$ cat config.mk
export PLATFORM = sky130hd
export DESIGN_NAME = vx_ifetch_req_arb
export DESIGN_NICKNAME = d
export VERILOG_FILES = /design/src/rtl/vx_ifetch_pkg.sv /design/src/rtl/vx_ifetch_skid_buf.sv /design/src/rtl/vx_ifetch_req_arb.sv
export SDC_FILE = /design/constraint.sdc
export NUM_CORES = 1
export LEC_CHECK = 0
export CORE_AREA = 2 2 180 182
export DETAILED_ROUTE_END_ITERATION = 7
export DIE_AREA = 0 0 182 184
export HOLD_SLACK_MARGIN = 0.03
export PLACE_DENSITY = 0.69
export SETUP_SLACK_MARGIN = 0.15
export SLEW_MARGIN = 15
export SYNTH_ARGS = -nofsm -noshare
export SYNTH_HDL_FRONTEND = slang
export SYNTH_SLANG_ARGS = --single-unit
$ cat constraint.sdc
create_clock -name clk -period 9.36 [get_ports clk]
set_clock_uncertainty 0.2 [all_clocks]
set_input_delay 2.808 -clock clk [delete_from_list [all_inputs] [get_ports clk]]
set_output_delay 2.808 -clock clk [all_outputs]
set_load 0.02 [all_outputs]
$ cat src/rtl/vx_ifetch_pkg.sv
// Shared types for the instruction-fetch request path: request payload,
// skid-buffer states and the channel-index width helper.
package vx_ifetch_pkg;

  localparam int unsigned IF_NUM_THREADS = 4;
  localparam int unsigned IF_NW_BITS     = 2;
  localparam int unsigned IF_UUID_BITS   = 44;
  localparam int unsigned IF_PC_BITS     = 32;

  typedef struct packed {
    logic [IF_UUID_BITS-1:0]   uuid;
    logic [IF_NUM_THREADS-1:0] tmask;
    logic [IF_NW_BITS-1:0]     wid;
    logic [IF_PC_BITS-1:0]     PC;
  } ifetch_req_t;

  typedef enum logic [1:0] {
    SKID_EMPTY = 2'd0,
    SKID_ONE   = 2'd1,
    SKID_FULL  = 2'd2
  } skid_state_e;

  // Channel-index width, never narrower than one bit.
  function automatic int unsigned req_bits(input int unsigned n);
    return (n > 1) ? $clog2(n) : 1;
  endfunction

endpackage

$ cat src/rtl/vx_ifetch_skid_buf.sv
// Two-entry elastic buffer: registers the output and decouples the upstream
// ready from out_ready so the accept path only sees local state.
module vx_ifetch_skid_buf
  import vx_ifetch_pkg::*;
#(
  parameter int unsigned DATAW = $bits(ifetch_req_t) + 2
) (
  input  logic             clk,
  input  logic             reset,
  input  logic             in_valid,
  input  logic [DATAW-1:0] in_data,
  output logic             in_ready_c,
  output logic             out_valid,
  output logic [DATAW-1:0] out_data,
  input  logic             out_ready
);

  skid_state_e      state_q, state_d;
  logic [DATAW-1:0] main_q, skid_q;
  logic             load_main, load_skid, main_from_skid;
  logic             fire;

  assign in_ready_c = (state_q != SKID_FULL);
  assign fire       = in_valid && in_ready_c;
  assign out_valid  = (state_q != SKID_EMPTY);
  assign out_data   = main_q;

  always_ff @(posedge clk or posedge reset) begin
    if (reset) state_q <= SKID_EMPTY;
    else       state_q <= state_d;
  end

  always_comb begin
    state_d        = state_q;
    load_main      = 1'b0;
    load_skid      = 1'b0;
    main_from_skid = 1'b0;
    case (state_q)
      SKID_EMPTY: begin
        if (fire) begin
          state_d   = SKID_ONE;
          load_main = 1'b1;
        end
      end
      SKID_ONE: begin
        if (fire && out_ready) begin
          load_main = 1'b1;
        end else if (fire) begin
          state_d   = SKID_FULL;
          load_skid = 1'b1;
        end else if (out_ready) begin
          state_d = SKID_EMPTY;
        end
      end
      SKID_FULL: begin
        if (out_ready) begin
          state_d        = SKID_ONE;
          main_from_skid = 1'b1;
        end
      end
      default: state_d = SKID_EMPTY;
    endcase
  end

  // Main drives the output; skid only catches the request accepted during a stall.
  always_ff @(posedge clk or posedge reset) begin
    if (reset) begin
      main_q <= '0;
      skid_q <= '0;
    end else begin
      if (load_main)           main_q <= in_data;
      else if (main_from_skid) main_q <= skid_q;
      if (load_skid)           skid_q <= in_data;
    end
  end

endmodule

$ cat src/rtl/vx_ifetch_req_arb.sv
// Round-robin arbiter merging per-warp-scheduler ifetch requests into one
// icache request stream, optionally through a skid buffer.
module vx_ifetch_req_arb
  import vx_ifetch_pkg::*;
#(
  parameter int unsigned NUM_REQS    = 4,
  parameter int unsigned NUM_THREADS = IF_NUM_THREADS,
  parameter int unsigned NW_BITS     = IF_NW_BITS,
  parameter int unsigned UUID_BITS   = IF_UUID_BITS,
  parameter int unsigned PC_BITS     = IF_PC_BITS,
  parameter int unsigned BUFFERED    = 1,
  localparam int unsigned REQ_BITS   = req_bits(NUM_REQS)
) (
  input  logic                            clk,
  input  logic                            reset,
  input  logic [NUM_REQS-1:0]             in_valid,
  input  logic [NUM_REQS*UUID_BITS-1:0]   in_uuid,
  input  logic [NUM_REQS*NUM_THREADS-1:0] in_tmask,
  input  logic [NUM_REQS*NW_BITS-1:0]     in_wid,
  input  logic [NUM_REQS*PC_BITS-1:0]     in_PC,
  output logic [NUM_REQS-1:0]             in_ready,
  output logic                            out_valid,
  output logic [UUID_BITS-1:0]            out_uuid,
  output logic [NUM_THREADS-1:0]          out_tmask,
  output logic [NW_BITS-1:0]              out_wid,
  output logic [PC_BITS-1:0]              out_PC,
  output logic [REQ_BITS-1:0]             out_idx,
  input  logic                            out_ready,
  output logic [31:0]                     perf_stalls
);

  logic [REQ_BITS-1:0] rr_ptr, grant, rr_next;
  logic                grant_valid;
  logic                accept;
  logic                in_fire;
  logic [31:0]         perf_q;
  ifetch_req_t         sel_req;

  // First valid channel at or after rr_ptr, wrapping.
  always_comb begin
    int unsigned         sum;
    logic [REQ_BITS-1:0] cand;
    grant       = '0;
    grant_valid = 1'b0;
    sum         = 0;
    cand        = '0;
    for (int unsigned i = 0; i < NUM_REQS; i++) begin
      sum  = 32'(rr_ptr) + i;
      cand = REQ_BITS'(sum % NUM_REQS);
      if (!grant_valid && in_valid[cand]) begin
        grant_valid = 1'b1;
        grant       = cand;
      end
    end
  end

  always_comb begin
    sel_req.uuid  = in_uuid[32'(grant)*UUID_BITS +: UUID_BITS];
    sel_req.tmask = in_tmask[32'(grant)*NUM_THREADS +: NUM_THREADS];
    sel_req.wid   = in_wid[32'(grant)*NW_BITS +: NW_BITS];
    sel_req.PC    = in_PC[32'(grant)*PC_BITS +: PC_BITS];
  end

  assign in_fire = grant_valid && accept && !reset;

  always_comb begin
    in_ready = '0;
    if (in_fire) in_ready[grant] = 1'b1;
  end

  assign rr_next = (32'(grant) == NUM_REQS - 1) ? '0 : grant + REQ_BITS'(1);

  always_ff @(posedge clk or posedge reset) begin
    if (reset)        rr_ptr <= '0;
    else if (in_fire) rr_ptr <= rr_next;
  end

  if (BUFFERED != 0) begin : g_buf
    localparam int unsigned SKID_W = $bits(ifetch_req_t) + REQ_BITS;
    logic [SKID_W-1:0] skid_out;
    ifetch_req_t       out_req;

    vx_ifetch_skid_buf #(.DATAW(SKID_W)) u_skid (
      .clk        (clk),
      .reset      (reset),
      .in_valid   (grant_valid && !reset),
      .in_data    ({sel_req, grant}),
      .in_ready_c (accept),
      .out_valid  (out_valid),
      .out_data   (skid_out),
      .out_ready  (out_ready)
    );

    assign {out_req, out_idx} = skid_out;
    assign out_uuid  = out_req.uuid;
    assign out_tmask = out_req.tmask;
    assign out_wid   = out_req.wid;
    assign out_PC    = out_req.PC;
  end else begin : g_comb
    assign accept    = out_ready;
    assign out_valid = grant_valid && !reset;
    assign out_idx   = grant;
    assign out_uuid  = sel_req.uuid;
    assign out_tmask = sel_req.tmask;
    assign out_wid   = sel_req.wid;
    assign out_PC    = sel_req.PC;
  end

  // Saturating count of cycles the icache is holding us off.
  always_ff @(posedge clk or posedge reset) begin
    if (reset)                                        perf_q <= '0;
    else if (out_valid && !out_ready && perf_q != '1) perf_q <= perf_q + 32'd1;
  end

  assign perf_stalls = perf_q;

endmodule

==> out/results.ini, run 1 <==
[final_layout]
area_delta_synth_final_pct = 48.9
final-seq-area_sq_mm = 0.00510
fillers = 2849
final_core_util_pct = 54.3
multi_input_area_sq_mm = 0.00593
final_cells = 1991
layout.nets = 1913
n_antenna_cell = 0
fin_area_sq_mm = 0.0170
drive_gt1_share_pct = 4.47

[placed_design]
dpl.cell_count = 1949
dpl_cell_area_sq_mm = 0.0162
io_buffers = 455
hpwl_mm = 29.6
pre_cts_slack_ps = 1090
routabilityCongestion = 0.837

[floorplanning]
die-area_sq_mm = 0.0335
chipHeight_microns = 184
core_area_sq_mm = 0.0314
fp.dieW_microns = 182
start_util_pct = 36.4
rows = 65
num_io_pins = 456

[power_and_ir_drop]
power_mw = 4.58
p_switching_mw = 1.78
leakagePower_nw = 7.27
p_per_area_mw_per_mm2 = 269
clkPwrFrac_pct = 20.6
combPwrFrac_pct = 47.0
sw_frac_of_total_pct = 38.9
seqPwrFrac_pct = 32.4
p_int_mw = 2.80
peakVddDrop_uv = 132

[sta]
fmax_mhz = 121
fin_ws_ps = 1080
final.period_utilization_pct = 88.5
timing.hold.ws_ps = 273
slew_headroom_pct = 22.3
slew_viol_final = 0
rsz0062_at_grt = no
period_minus_slack_ps = 8280
setup_tns_ps = 0
finalSetupViolCount = 0
worstMarginPinSlew_ps = 1170
hold_viol = 0

[worst_hold_path]
whs_path_depth = 2
worstHoldPathType = register to register

[synthesis]
synth_top_family_by_area = compound AO/OA/AOI/OAI gates
synth_compound_area_share_pct = 22.8
avgSynthCellArea_sq_um = 9.72
synth.largest_area_cell = dfrtp_1
synth_edf_count = 0
netlist_area_sq_mm = 0.0114
synth_top_flop_cell = dfrtp_1
synth.most_common_cell = dfrtp_1
synthXorXnorAreaFrac_pct = 2.14
synthAdderAreaFrac_pct = 0.547
yosysTopAreaCellShare_pct = 44.6
synth_mux_area_share_pct = 10.2
ys_ff_latch = 204
ys_seq_area_share_pct = 44.6
synthTopCellsByCount = dfrtp_1 (204), nand2_1 (156), mux2i_1 (113)
ys_async_sr_fraction_pct = 100
yosys.area_share.simple_pct = 15.6
mappedNetlistNets = 1517
syn_inst = 1177
synth_cell_types = 52
ys_warn_count = 0
synthTopCellsByArea = dfrtp_1 (45%), mux2i_1 (9.9%), o221ai_1 (6.3%), nand2_1 (5.1%), and3_1 (4.9%)

[worst_setup_path]
start_kind = input pin
worstSetupStartpoint = in_valid[2]
r2r-end = g_buf.u_skid.skid_q[13]
worstPathRequired_ps = 6350
endpoint_kind = primary output
r2r-start = rr_ptr[1]
endpoint = in_ready[3]
reg2reg_slack_ps = 5650
worst-path-max-fanout = 5
criticalPathCategory = input pin to primary output
cp.arrival_ps = 5270
r2r_cells = 8

[drt]
viasPerCell = 5.72
final_antenna_net_count = 0
vias = 11400
dr.pass1.iters = 4
wl_mm = 43.6
drt_iter0_drc = 888
wl_per_cell_microns = 21.9
drc_errors = 0

[grt]
overflow = 0
gr-usage-met3_pct = 5.21
first_global_vias = 11400
grtUsageTotal_pct = 25.0
grt_pass1_wl_mm = 65.7
gr-usage-met1_pct = 31.2
grtUsageMet2_pct = 43.5
antenna_found_initial = 0
busiest_layer = met2
grt_start_max_net_pins = 168

[clock_tree]
clockRootBuffer = clkbuf_16
htree_levels = 1
cts_tree = yes
cts.clk_slew.worst_paths_ps = 60
insertion_delay_ps = 510
post_cts_buffers = 0
cts_resized = 0
cts_max_path_buffers = 3
clock_sinks = 204
cts_made_buffers = 24
postCtsHoldBufs = 0

[job]
cap_violations = 0

[run_status]
outcome = complete, no violations

## flip-flops by register name (all words and copies together), names as in the netlist
signal and flops:
g_buf.u_skid.out_data 84, g_buf.u_skid.skid_q 84, perf_stalls 32, g_buf.u_skid.state_q 2
rr_ptr 2
## metal layers
layer  wire, microns  vias to the layer above  part of all wire [%]
met5               0                        -                     0
met2           21400                      525                    49
met3            3530                       73                   8.1
li1                -                     5238                     -
met4            1230                        0                   2.8
met1           17400                     5558                    40
## cell families (layout without fill, tap and decap cells)
logic type / after synthesis / count (layout)
adder cells (fa/ha/maj): 5 / 5
multiplexers: 116 / 116
flip-flops: 204 / 204
AO/OA/AOI/OAI: 345 / 345
buffers and inverters: 107 / 519
AND/OR/NAND/NOR: 372 / 372
XOR/XNOR: 28 / 28
## worst min path at each step
stage | from | to | slack (ps)
after detailed placement | g_buf.u_skid.skid_q[0] | g_buf.u_skid.skid_q[0] | 260
after global placement | g_buf.u_skid.skid_q[0] | g_buf.u_skid.skid_q[0] | 260
after CTS | g_buf.u_skid.skid_q[0] | g_buf.u_skid.skid_q[0] | 280
after global routing | g_buf.u_skid.skid_q[66] | g_buf.u_skid.skid_q[66] | 300
after floorplan | g_buf.u_skid.skid_q[0] | g_buf.u_skid.skid_q[0] | 250
final | g_buf.u_skid.skid_q[0] | g_buf.u_skid.skid_q[0] | 270
## power by group through the flow
stage               combinational [mW]  sequential [mW]  clock (mW)
detailed placement                2.15             1.49           0
global route                      2.32             1.53       0.999
CTS                               2.17             1.48       0.954
global placement                  2.12             1.47           0
floorplan                         1.05             1.67           0
finish                            2.15             1.48       0.943
## placed cells by master (no fill, tap or decap), types with 6 or more instances in the layout
cell,n
o211ai_1,54
a21boi_1,8
clkbuf_16,25
o21ai_1,12
nand2_1,153
xnor2_1,19
o221ai_1,82
clkdlybuf4s50_1,455
clkbuf_1,9
buf_4,12
nand4_1,10
nand3_1,16
nor3_1,9
and3_1,89
a21boi_0,45
dfrtp_1,204
xor2_1,9
o21ai_0,46
nor2_1,60
mux2i_1,113
and2_1,6
a221oi_1,29
inv_1,7
a22oi_1,53
## worst max-delay path, stage by stage
cell	delay, ps
clkdlybuf4s50_1	470
nor2b_1	170
a21o_1	190
a211o_1	410
inv_1	260
ha_1	210
and2_1	140
clkdlybuf4s50_1	610
## area by class of cell
cell class | instances | area share [%]
multi-input combinational | 866 | 34.8
timing repair buffer | 468 | 27.4
sequential | 204 | 30.0
clock buffer | 38 | 4.19
inverter | 9 | 0.250
clock inverter | 4 | 0.448
tap | 402 | 2.95
Power figures use the tool's default switching activity.
==> inputs of run 2 (changes only) <==
--- a/config.mk
+++ b/config.mk
@@ -5,11 +5,11 @@
 export SDC_FILE = /design/constraint.sdc
 export NUM_CORES = 1
 export LEC_CHECK = 0
-export CORE_AREA = 2 2 180 182
+export CORE_AREA = 2 2 178 180
 export DETAILED_ROUTE_END_ITERATION = 7
-export DIE_AREA = 0 0 182 184
+export DIE_AREA = 0 0 180 182
+export DONT_BUFFER_PORTS = 1
 export HOLD_SLACK_MARGIN = 0.03
-export PLACE_DENSITY = 0.69
 export SETUP_SLACK_MARGIN = 0.15
 export SLEW_MARGIN = 15
 export SYNTH_ARGS = -nofsm -noshare
==> out/results.ini, run 2 (same netlist as run 1, synthesis figures left out) <==
[grt]
grt_start_max_net_pins = 107
grt_pass1_wl_mm = 59.7
overflow = 0
first_global_vias = 9620
grtUsageTotal_pct = 23.0
antenna_found_initial = 3

[worst_hold_path]
whs_path_depth = 2
min_from = g_buf.u_skid.skid_q[0]
worstHoldPathType = register to register
holdPathEnd = g_buf.u_skid.skid_q[0]

[sta]
setup_tns_ps = 0
final.period_utilization_pct = 78.7
fmax_mhz = 136
slew_viol_final = 0
slew_headroom_pct = 22.9
fin_ws_ps = 1990
finalSetupViolCount = 0
worstMarginPinSlew_ps = 1160
rsz0062_at_grt = no
hold_viol = 0
period_minus_slack_ps = 7370

[worst_setup_path]
start_kind = input pin
critPathMaxStageDelay_ps = 510
worstPathRequired_ps = 6350
criticalPathCategory = input pin to primary output
slowest_stage = inv_6
worst-path-max-fanout = 51
crit_chain = nor2b_1 -> a311o_2 -> nand2_1 -> inv_6 -> ha_1 -> and2_1
r2r_cells = 7
r2r-start = rr_ptr[1]
reg2reg_slack_ps = 5870
cp.arrival_ps = 4360
endpoint_kind = primary output
r2r-end = g_buf.u_skid.skid_q[28]

[power_and_ir_drop]
combPwrFrac_pct = 32.8
clkPwrFrac_pct = 22.8
p_per_area_mw_per_mm2 = 323
peakVddDrop_uv = 160
seqPwrFrac_pct = 44.4
leakagePower_nw = 5.50
p_switching_mw = 1.70
p_int_mw = 2.33
sw_frac_of_total_pct = 42.2

[clock_tree]
clock_sinks = 204
cts_max_path_buffers = 3
insertion_delay_ps = 520
cts_tree = yes
htree_levels = 1
post_cts_buffers = 0
cts_made_buffers = 24
clockRootBuffer = clkbuf_16
cts_resized = 0
cts.clk_slew.worst_paths_ps = 50
postCtsHoldBufs = 0

[final_layout]
layout.nets = 1458
final_common_cell = dfrtp_1
drive_gt1_share_pct = 6.44
final_cells = 1538
area_delta_synth_final_pct = 8.80
final_cell_mix = dfrtp_1 (204), nand2_1 (153), mux2i_1 (113)

[run_status]
outcome = complete, no violations

[placed_design]
io_buffers = 0
pre_cts_slack_ps = 1940
dpl.cell_count = 1494
hpwl_mm = 25.5
routabilityCongestion = 0.794

[drt]
wl_per_cell_microns = 25.4
final_antenna_net_count = 0
drt_iter0_drc = 693
vias = 9636
dr.pass1.iters = 5
viasPerCell = 6.27
wl_mm = 39.1
drc_errors = 0

[floorplanning]
num_io_pins = 456
start_util_pct = 36.9
core_area_sq_mm = 0.0310
rows = 65
die-area_sq_mm = 0.0328
chipHeight_microns = 182
fp.dieW_microns = 180

[job]
cap_violations = 0

-- run 2: changes by cell type in the layout (fill, tap and decap cells not counted) --
| cell | previous run | this run |
|---|---|---|
| buf_4 | 12 | 13 |
| clkinvlp_4 | 1 | 2 |
| buf_12 | 1 | 0 |
| diode_2 | 0 | 3 |
| clkinv_4 | 0 | 1 |
| clkdlybuf4s50_1 | 455 | 0 |
| clkbuf_1 | 9 | 6 |
| bufinv_16 | 2 | 1 |
| inv_8 | 1 | 0 |
| clkinv_2 | 1 | 3 |
-- run 2: area by class of cell --
class                   count  area, sq um
clock buffers              35          703
multi-input cells         866         5930
well taps                 402          503
clock inverters             6         61.3
flip-flops and latches    204         5100
repair buffers             13         97.6
diodes                      3         7.51
fillers                  3044        18500
inverters                   9         42.5
-- run 2: worst max path at each step --
stage,start,to,slack [ps],cells past startpoint
2_1_floorplan,reset,g_buf.u_skid.out_data[37],1900,5
3_3_place_gp,in_valid[2],in_ready[3],2010,6
3_5_place_dp,in_valid[2],in_ready[3],1940,6
4_1_cts,in_valid[2],in_ready[3],1940,6
5_1_grt,in_valid[2],in_ready[3],1870,6
6_report,in_valid[2],in_ready[3],1990,6
-- run 2: metal layers --
layer | up-vias | share of wire, % | global-route usage (%)
met5 | - | 0 | 0
met4 | 0 | 2.3 | 6.02
met3 | 46 | 8.3 | 5.42
met2 | 464 | 49 | 39.0
met1 | 4797 | 41 | 29.5
li1 | 4329 | - | -
-- run 2: power groups by stage --
stage	logic (mW)	clock network (mW)	registers [mW]
finish	1.32	0.919	1.79
global route	1.48	0.978	1.83
CTS	1.32	0.946	1.79
detailed placement	1.32	0	1.80
global placement	1.28	0	1.79
floorplan	1.05	0	1.67
-- run 2: stage by stage --
stage	power (mW)	area [sq um]	hold WS, ps	utilization, %
4_1_cts	4.06	12400	278	40.2
3_3_place_gp	3.08	11700	259	37.7
2_1_floorplan	2.72	11400	246	-
5_1_grt	4.29	12400	295	40.2
3_5_place_dp	3.12	11700	264	37.7
6_report	4.02	12400	275	40.2
-- run 2: worst max-delay path: cells and delay by family --
kind            cells  cell delay, ps
simple gates        3             610
buf+inv             1             510
fa+ha+maj           1             280
compound gates      1             150
==> inputs of run 3 (changes only) <==
==> constraint.sdc (replaced) <==
create_clock -name clk -period 7.5 [get_ports clk]
set_clock_uncertainty 0.2 [all_clocks]
set_input_delay 2.25 -clock clk [delete_from_list [all_inputs] [get_ports clk]]
set_output_delay 2.25 -clock clk [all_outputs]
set_load 0.02 [all_outputs]
==> out/results.ini, run 3 (same netlist as run 1, synthesis figures left out) <==
[run_status]
outcome = complete, no violations

[final_layout]
final-seq-area_sq_mm = 0.00510
fin_area_sq_mm = 0.0125
area_delta_synth_final_pct = 9.16
fillers = 3007
final_core_util_pct = 40.3
multi_input_area_sq_mm = 0.00593
final_common_cell = dfrtp_1
layout.nets = 1460
drive_gt1_share_pct = 6.95
final_cell_mix = dfrtp_1 (204), nand2_1 (153), mux2i_1 (113)

[grt]
first_global_vias = 9431
overflow = 0
antenna_found_initial = 3
grt_start_max_net_pins = 107
grtUsageTotal_pct = 22.5
grt_pass1_wl_mm = 58.3

[worst_hold_path]
whs_path_depth = 2
worstHoldPathType = register to register

[clock_tree]
clock_sinks = 204
cts_made_buffers = 24
clockRootBuffer = clkbuf_16
cts_tree = yes
postCtsHoldBufs = 0
insertion_delay_ps = 520
cts.clk_slew.worst_paths_ps = 70
cts_resized = 0
post_cts_buffers = 0
cts_max_path_buffers = 3
htree_levels = 1

[worst_setup_path]
slowest_stage = a211o_1
worst-path-max-fanout = 5
reg2reg_slack_ps = 4360
r2r-end = g_buf.u_skid.skid_q[13]
crit_chain = nor2b_1 -> a21o_1 -> a211o_1 -> inv_1 -> ha_1 -> and2_1
r2r_cells = 4
cp.arrival_ps = 3730
crit_cells = 6
worstSetupStartpoint = in_valid[2]
r2r-start = g_buf.u_skid.state_q[1]
criticalPathCategory = input pin to primary output
worst-path-buf-inv = 1
endpoint_kind = primary output
crit_family = compound AO/OA/AOI/OAI gates
worstPathRequired_ps = 5050
endpoint = in_ready[3]
start_kind = input pin
critPathMaxStageDelay_ps = 410

[floorplanning]
die-area_sq_mm = 0.0328
fp.dieW_microns = 180
num_io_pins = 456
chipHeight_microns = 182
core_area_sq_mm = 0.0310
rows = 65
start_util_pct = 36.9

[sta]
hold_viol = 0
slew_headroom_pct = 25.3
period_minus_slack_ps = 6180
setup_tns_ps = 0
finalSetupViolCount = 0
worstMarginPinSlew_ps = 1120
rsz0062_at_grt = no
final.period_utilization_pct = 82.4
slew_viol_final = 0
fmax_mhz = 162

[power_and_ir_drop]
combPwrFrac_pct = 32.6
p_per_area_mw_per_mm2 = 404
leakagePower_nw = 5.52
sw_frac_of_total_pct = 41.9
p_int_mw = 2.93
peakVddDrop_uv = 231
seqPwrFrac_pct = 44.2
clkPwrFrac_pct = 23.2
p_switching_mw = 2.12

[drt]
drc_errors = 0
vias = 9648
viasPerCell = 6.26
final_antenna_net_count = 0
dr.pass1.iters = 5
drt_iter0_drc = 658
wl_per_cell_microns = 25.1
wl_mm = 38.6

[placed_design]
routabilityCongestion = 0.779
io_buffers = 0
hpwl_mm = 25.4
dpl_cell_area_sq_mm = 0.0117

[job]
cap_violations = 0

run 3: worst register-to-register path: cells and delay by family, from the launching register on:
| family | cells | cell delay, ps |
|---|---|---|
| AO/OA/AOI/OAI | 1 | 350 |
| buffers and inverters | 1 | 540 |
| flip-flops | 1 | 470 |
| AND/OR/NAND/NOR | 2 | 1470 |
run 3: per-stage QoR:
stage          cells  total power [mW]  hold slack, ps  setup slack (ps)
3_3_place_gp    1496              3.85             260              1350
3_5_place_dp    1496              3.89             264              1330
5_1_grt         1540              5.37             302              1240
6_report        1540              5.05             276              1320
4_1_cts         1538              5.08             281              1330
2_1_floorplan   1177              3.40             246               596
run 3: worst min path at each step:
stage / from / to
after floorplan: g_buf.u_skid.skid_q[0] / g_buf.u_skid.skid_q[0]
after global placement: g_buf.u_skid.skid_q[0] / g_buf.u_skid.skid_q[0]
after detailed placement: g_buf.u_skid.skid_q[0] / g_buf.u_skid.skid_q[0]
after CTS: g_buf.u_skid.skid_q[0] / g_buf.u_skid.skid_q[0]
after global routing: g_buf.u_skid.skid_q[76] / g_buf.u_skid.skid_q[76]
final: g_buf.u_skid.skid_q[0] / g_buf.u_skid.skid_q[0]
run 3: layout make-up:
type	instances	share of cell area [%]
antenna	2	0.0401
clock buffer	34	5.76
clock inverter	8	0.591
inverter	9	0.341
multi-input combinational	866	47.5
sequential	204	40.9
tap	402	4.03
timing repair buffer	15	0.902
run 3: per-layer routing:
layer / global-route usage (%) / wire length [microns] / vias up
met4: 5.37 / 833 / 2
met1: 28.7 / 15700 / 4834
met2: 38.5 / 19100 / 440
li1: - / - / 4327
met3: 5.54 / 3020 / 45
met5: 0 / 16 / -
run 3: power groups by stage:
stage                     Combinational, mW  Clock, mW  Sequential [mW]
after global placement                 1.61          0             2.24
after CTS                              1.65       1.20             2.23
after detailed placement               1.64          0             2.25
final                                  1.64       1.17             2.23
after global routing                   1.84       1.24             2.28
after floorplan                        1.31          0             2.09
